File: config.mk
export PLATFORM = sky130hd
export DESIGN_NAME = uart_tx_sched
export DESIGN_NICKNAME = d
export VERILOG_FILES = /design/src/rtl/uart_pkg.sv /design/src/rtl/uart_rr_pick.sv /design/src/rtl/uart_tx_sched.sv
export SDC_FILE = /design/constraint.sdc
export NUM_CORES = 1
export LEC_CHECK = 0
export CAP_MARGIN = 20
export CORE_ASPECT_RATIO = 1.1
export CORE_MARGIN = 3
export CORE_UTILIZATION = 34
export CTS_CLUSTER_DIAMETER = 30
export CTS_CLUSTER_SIZE = 8
export DETAILED_ROUTE_END_ITERATION = 7
export GPL_TIMING_DRIVEN = 0
export PLACE_DENSITY = 0.77
export SYNTH_ARGS = -nofsm -noshare
export SYNTH_HDL_FRONTEND = slang
export SYNTH_SLANG_ARGS = --single-unit
File: constraint.sdc
create_clock -name clk -period 1.7 [get_ports clk]
set_input_delay 0.425 -clock clk [delete_from_list [all_inputs] [get_ports clk]]
set_output_delay 0.425 -clock clk [all_outputs]
set_load 0.1 [all_outputs]
File: src/rtl/uart_pkg.sv
`default_nettype none
// ============================================================================
//  Module      : uart_pkg
//  Description : Shared types and constants for the UART TX scheduler slice.
//                - sched_state_t : scheduler state encoding (IDLE/GRANT/GUARD)
//                - MODE_W        : width of the opaque TX/RX mode word
//                - MODE_DEFAULT  : mode value the link comes up in
//  Revision    : 1.0  initial release
// ============================================================================
package uart_pkg;

    localparam int MODE_W = 4;
    localparam logic [MODE_W-1:0] MODE_DEFAULT = 4'd1;

    typedef enum logic [1:0] {
        IDLE  = 2'd0,
        GRANT = 2'd1,
        GUARD = 2'd2
    } sched_state_t;

endpackage
`default_nettype wire

File: src/rtl/uart_rr_pick.sv
`default_nettype none
// ============================================================================
//  Module      : uart_rr_pick
//  Description : Combinational round-robin picker. Finds the first set bit of
//                `valid` searching upward from rr_ptr+1, wrapping modulo N_REQ.
//  Ports       : valid  [N_REQ]  - candidate vector
//                rr_ptr [IDX_W]  - index served last
//                any             - at least one candidate present
//                idx    [IDX_W]  - selected index (0 when any==0)
//  Revision    : 1.0  initial release
// ============================================================================
module uart_rr_pick #(
    parameter int N_REQ = 4,
    parameter int IDX_W = 2
) (
    input  logic [N_REQ-1:0] valid,
    input  logic [IDX_W-1:0] rr_ptr,
    output logic             any,
    output logic [IDX_W-1:0] idx
);

    logic [IDX_W:0]   w_sum;
    logic [IDX_W-1:0] w_cand;

    // Walk the distances from farthest to nearest so the nearest valid
    // candidate after rr_ptr is the one left standing.
    always_comb begin
        any    = 1'b0;
        idx    = '0;
        w_sum  = '0;
        w_cand = '0;
        for (int k = N_REQ; k >= 1; k--) begin
            w_sum = {1'b0, rr_ptr} + (IDX_W+1)'(k);
            if (w_sum >= (IDX_W+1)'(N_REQ)) begin
                w_sum = w_sum - (IDX_W+1)'(N_REQ);
            end
            w_cand = w_sum[IDX_W-1:0];
            if (valid[w_cand]) begin
                any = 1'b1;
                idx = w_cand;
            end
        end
    end

endmodule
`default_nettype wire

File: src/rtl/uart_tx_sched.sv
`default_nettype none
// ============================================================================
//  Module      : uart_tx_sched
//  Description : Shares one UART transmitter between N_REQ packet requesters
//                (whole packets, round robin) and sequences mode changes,
//                which are applied only while the TX is idle and followed by
//                a guard interval of GUARD_CYCLES cycles.
//  Ports       : clk, rst                 - clock, sync active-high reset
//                req_data/valid/last/ready - per-requester byte streams
//                mode_req_valid/mode_req/mode_req_ready - mode change channel
//                tx_data/tx_valid/tx_ready - byte handshake to the TX
//                tx_mode                  - mode to TX and RX
//                grant_id                 - current or last granted requester
//                busy                     - scheduler not in IDLE
//  Revision    : 1.0  initial release
// ============================================================================
module uart_tx_sched
    import uart_pkg::*;
#(
    parameter int                N_REQ        = 4,
    parameter int                GUARD_CYCLES = 16,
    parameter logic [MODE_W-1:0] MODE_RESET   = MODE_DEFAULT
) (
    input  logic                     clk,
    input  logic                     rst,
    input  logic [8*N_REQ-1:0]       req_data,
    input  logic [N_REQ-1:0]         req_valid,
    input  logic [N_REQ-1:0]         req_last,
    output logic [N_REQ-1:0]         req_ready,
    input  logic                     mode_req_valid,
    input  logic [MODE_W-1:0]        mode_req,
    output logic                     mode_req_ready,
    output logic [7:0]               tx_data,
    output logic                     tx_valid,
    input  logic                     tx_ready,
    output logic [MODE_W-1:0]        tx_mode,
    output logic [$clog2(N_REQ)-1:0] grant_id,
    output logic                     busy
);

    localparam int c_IDX_W  = $clog2(N_REQ);
    localparam int c_GCNT_W = $clog2(GUARD_CYCLES + 1);
    localparam logic [c_GCNT_W-1:0] c_GUARD_LOAD = c_GCNT_W'(GUARD_CYCLES - 1);

    sched_state_t          r_state;
    logic [c_IDX_W-1:0]    r_rr_ptr;
    logic [c_IDX_W-1:0]    r_grant_id;
    logic [MODE_W-1:0]     r_tx_mode;
    logic [c_GCNT_W-1:0]   r_guard_cnt;
    logic                  r_busy;

    logic                  w_pick_any;
    logic [c_IDX_W-1:0]    w_pick_idx;
    logic                  w_mode_take;
    logic [7:0]            w_tx_data;
    logic                  w_tx_valid;
    logic [N_REQ-1:0]      w_req_ready;
    logic                  w_last;

    uart_rr_pick #(
        .N_REQ (N_REQ),
        .IDX_W (c_IDX_W)
    ) u_pick (
        .valid  (req_valid),
        .rr_ptr (r_rr_ptr),
        .any    (w_pick_any),
        .idx    (w_pick_idx)
    );

    // TX handshake mux: only the granted requester sees tx_ready, and only
    // in GRANT. A mode request is taken only when no frame is in flight.
    always_comb begin
        w_tx_data   = 8'h00;
        w_tx_valid  = 1'b0;
        w_req_ready = '0;
        w_mode_take = 1'b0;
        w_last      = req_last[r_grant_id];
        case (r_state)
            IDLE: begin
                w_mode_take = mode_req_valid && tx_ready;
            end
            GRANT: begin
                w_tx_data               = req_data[{r_grant_id, 3'b000} +: 8];
                w_tx_valid              = req_valid[r_grant_id];
                w_req_ready[r_grant_id] = tx_ready;
            end
            default: begin
                w_tx_valid = 1'b0;
            end
        endcase
    end

    always_ff @(posedge clk) begin
        if (rst) begin
            r_state     <= IDLE;
            r_rr_ptr    <= c_IDX_W'(N_REQ - 1);
            r_grant_id  <= '0;
            r_tx_mode   <= MODE_RESET;
            r_guard_cnt <= '0;
            r_busy      <= 1'b0;
        end else begin
            case (r_state)
                IDLE: begin
                    if (w_mode_take) begin
                        r_tx_mode   <= mode_req;
                        r_guard_cnt <= c_GUARD_LOAD;
                        r_state     <= GUARD;
                        r_busy      <= 1'b1;
                    end else if (!mode_req_valid && w_pick_any) begin
                        // A pending (blocked) mode request holds off data grants.
                        r_grant_id <= w_pick_idx;
                        r_state    <= GRANT;
                        r_busy     <= 1'b1;
                    end
                end
                GRANT: begin
                    // Grant is held across requester stalls until `last` moves.
                    if (w_tx_valid && tx_ready && w_last) begin
                        r_rr_ptr <= r_grant_id;
                        r_state  <= IDLE;
                        r_busy   <= 1'b0;
                    end
                end
                GUARD: begin
                    if (r_guard_cnt == '0) begin
                        r_state <= IDLE;
                        r_busy  <= 1'b0;
                    end else begin
                        r_guard_cnt <= r_guard_cnt - c_GCNT_W'(1);
                    end
                end
                default: begin
                    r_state <= IDLE;
                    r_busy  <= 1'b0;
                end
            endcase
        end
    end

    assign req_ready      = w_req_ready;
    assign mode_req_ready = w_mode_take;
    assign tx_data        = w_tx_data;
    assign tx_valid       = w_tx_valid;
    assign tx_mode        = r_tx_mode;
    assign grant_id       = r_grant_id;
    assign busy           = r_busy;

endmodule
`default_nettype wire

==> impl.org <==
** Run status
- The flow ran to the end, but the final reports show violations.
- The checks that failed: negative setup slack.

** Timing
- Final min period :: around 2100 ps
- Across the routed clock network, the largest skew measured is a little over 4 ps.
- The total count of hold-check failures in the final report is 0.
- Max Clk Rate :: ~470 MHz
- Final Setup Violations :: 16
- Final Worst Setup Slack :: -433 ps
- Setup repair after global routing could not meet its margin everywhere.
- Headroom to the max-slew limit came out at around 35%.
- Fin crit share :: 125%
- Max Slew Vio Count :: 0
- For the pin with the worst max-slew slack, the measured transition is a little under 1000 ps.

** Synth
- After synthesis, the netlist uses 38 different library cells.
- The synthesized design contains 16 register bits.
- Share of synthesized area occupied by flip-flops and latches :: 27.4%
- The synthesized netlist devotes 1.07% of its cell area to adder and majority cells.
- Netlist area before placement :: 0.00117 mm2
- The synthesized netlist devotes 17.0% of its cell area to compound gates.
- Syn avg cell area :: roughly 9.9 um2
- After Yosys synthesis, XOR and XNOR cells account for 0% of the synthesized area.
- Combinational family with the most area after synthesis :: simple AND/OR/NAND/NOR gates
- Fraction of the mapped netlist area in simple logic gates :: about a quarter
- Synthesized net count :: approximately 170
- Multiplexer share of the synthesized area :: between 20% and 30%
- Number of synthesized flops with an enable pin :: 0
- Synthesis handed over a netlist of about 120 instances.
- The Yosys step of the flow raised 0 warnings.
- For this run, asynchronously set or reset flops after synthesis account for 0%.
- Most used flip-flop cell after synthesis :: sky130_fd_sc_hd__dfxtp_1

** Clock network
- CTS sink count :: 16
- Clock-pin slew was measured on the worst setup and hold paths at approximately 90 ps.
- TritonCTS clock tree :: built
- Buffers from clock root to sink, at most :: 2
- Buffer cell driving the clock tree root :: sky130_fd_sc_hd__clkbuf_4
- H-tree depth :: 1
- At the later pin of the worst-skew pair, clock insertion delay measures 280 ps.
- In this run, CTS created clock tree buffers numbering 3.
- The number of hold buffers added after CTS was 0.

** GRT
- The initial antenna violation count was 0.
- Maximum number of pins on one net before global-route repair :: 11
- Wire length of the first global-routing pass :: a little over 6000 um
- The number of global-route vias before repair came to 1,271.
- For this run the aggregate overflow at the end of global routing stands at 0.
- Global router's overall resource usage :: 19.7%

** Placed design
- Count of buffers from port buffering :: between 60 and 70
- Setup slack at placement :: -1400 ps
- HPWL after DPL :: between 3000 and 4000 um
- Routability-driven placement finished with a final weighted congestion of between 0.8 and 0.9.
- Inst Count DP :: 231

** Layout
- Diodes inserted :: 0
- Number of filler instances in the final layout :: approximately 220
- Final Util :: between 70% and 80%
- Register area :: 329 um2
- Top library cells by usage in the layout, fill and taps aside :: sky130_fd_sc_hd__clkdlybuf4s50_1, sky130_fd_sc_hd__buf_12, sky130_fd_sc_hd__dfxtp_1
- For this run, the post-layout net count is ~250.
- Most common cell after layout, fill and taps aside :: sky130_fd_sc_hd__clkdlybuf4s50_1
- The finished layout holds between 200 and 250 standard cells, fillers aside.
- Summing all multi-input logic gate instances after layout gives 931 um2.
- Area added between synthesis and finish :: 98.0%
- Fraction of layout cells with a size suffix above 1 :: between 30% and 40%

** Critical path
- Arrival @ worst endpoint :: 1710 ps
- The startpoint identified for the worst register-to-register timing path is grant_id[0].
- Worst path required time :: between 1000 and 1500 ps
- Kind of start point of the critical path :: flip-flop
- Counting both buffers and inverters, the worst setup path holds a total of 3.
- Counting cells, the worst reg-to-reg path comes to 6.
- Highest cell delay on the worst timing path :: slightly below 500 ps
- Setup slack of the most critical reg-to-reg path :: -30 ps
- The critical path ends at tx_data[1].
- Tracing the worst setup path back leads to its startpoint at grant_id[0].
- The worst register-to-register path ends at r_state[0].
- Gate family responsible for the most delay along the worst path :: multiplexers
- Slowest stage cell on the critical path :: sky130_fd_sc_hd__mux4_2
- Walking the worst path, the cells encountered are buf_12, buf_12, mux4_2, nor2b_4, buf_12.
- In this run the worst path has a maximum fanout of 9.
- Critical path class :: reg2out
- Critical path endpoint category :: output pin
- Cell repeated most along the worst path :: sky130_fd_sc_hd__buf_12
- Counting buffers and inverters, the worst setup path is 5 cells deep.

** Run
- Max-cap violations in this run came to 0.

** Die
- The floorplan step defined a die boundary enclosing roughly 0.0042 mm2.
- Area of the placeable core :: between 0.003 and 0.004 mm2
- Die X :: between 60 and 70 um
- I/O pin cnt :: between 60 and 70
- The floorplan has 21 rows.
- The die is 67.5 um tall.
- Starting Density :: between 30% and 40%

** Power and ir drop
- The design draws 0.00155 W.
- Summed over all cells, the static leakage comes to around 0.86 nW.
- Power spread over the standard cell area amounts to about 670 mW/mm2.
- The worst-case IR drop observed on VDD is around 420 uV.

** Drt
- The first detailed-routing pass took 4 iterations.
- Across all layers, the routed design uses between 1k and 1.5k vias.
- In the routed layout, each cell is associated on average with a via count of 5.19.
- After the first detailed-routing iteration, the DRC count stood at 36.
- Remaining routing DRC violations :: 0
- After detailed routing, the total wire length is slightly above 4000 um.
- The count of nets left with antenna violations once routing finished came out at 0.
- After detailed routing, the average wire length per cell comes to around 17 um.

** Worst hold path
- Hold WC Path Type :: reg2reg
## layer usage
metal  track usage, %  vias to the layer above  part of all wire (%)
met5                0                        -                     0
li1                 -                      609                     -
met3             4.97                        2                    11
met2             35.3                       61                    49
met4             4.77                        0                  0.20
met1             22.9                      589                    40
## cells in the mapped netlist (all sizes together) (2+ instances only)
library cell / n / share of area (%)
a211oi: 3 / 1.9
a21oi: 4 / 2.0
a311oi: 4 / 3.5
buf: 5 / 3.4
clkbuf: 2 / 0.64
dfxtp: 16 / 27
inv: 5 / 1.6
mux2i: 3 / 2.6
mux4: 10 / 21
nand2b: 6 / 3.2
nand3: 5 / 2.1
nand3b: 3 / 1.9
nor2: 13 / 4.2
nor2b: 12 / 6.4
nor3: 4 / 1.7
nor4bb: 2 / 1.7
o21ai: 5 / 2.1
o21bai: 2 / 2.2
o31ai: 2 / 1.3
## worst min path at each step
stage                        start        endpoint  slack [ps]  cells past startpoint
finish                  tx_mode[2]      tx_mode[2]         500                      2
detailed placement  r_guard_cnt[4]  r_guard_cnt[4]         480                      1
global placement    r_guard_cnt[4]  r_guard_cnt[4]         470                      1
global route                   rst      r_state[1]         530                      2
floorplan           r_guard_cnt[4]  r_guard_cnt[4]         460                      1
CTS                 r_guard_cnt[4]  r_guard_cnt[4]         490                      1
## repair_timing
action	4_1_cts	5_1_grt
setup endpoints to repair	26	19
setup buffers	5	3
gates resized for setup	159	8
pin swaps	3	1
## worst min-delay path: cells and delay by family (launching register included)
kind | cells | cell delay [ps]
and+or+nand+nor | 1 | 80
DFF | 1 | 330
muxes | 1 | 60
## report_power, final
part | internal [W] | switching, W
clock | 0.0000909 | 0.000112
combinational | 0.000415 | 0.000495
sequential | 0.000406 | 0.0000311
## registers in the layout, indices dropped and copies added (netlist names)
register,cells
r_guard_cnt,5
tx_mode,4
busy,1
r_state,2
grant_id,2
r_rr_ptr,2
## cell type report
type | instances | area share [%]
plain buffers | 7 | 3.35
multi-input cells | 90 | 40.2
clock buffers | 4 | 1.13
inverters | 5 | 1.03
well taps | 46 | 2.49
repair buffers | 75 | 37.6
flip-flops and latches | 16 | 14.2
## stage by stage
step	TNS [ps]	cell area (um2)	hold WS [ps]
after floorplan	-2980	1320	457
after detailed placement	-22240	2040	482
after global routing	-5520	2320	527
after global placement	-21240	2040	466
final	-4470	2320	504
after CTS	-4740	2280	494
## kinds of logic after synthesis
kind of cell,count (synthesis)
muxes,13
adders and majority gates,1
buffers and inverters,12
and+or+nand+nor,51
DFF,16
AOI/OAI and AO/OA,25
No activity file was read; power rests on OpenSTA's default activity.
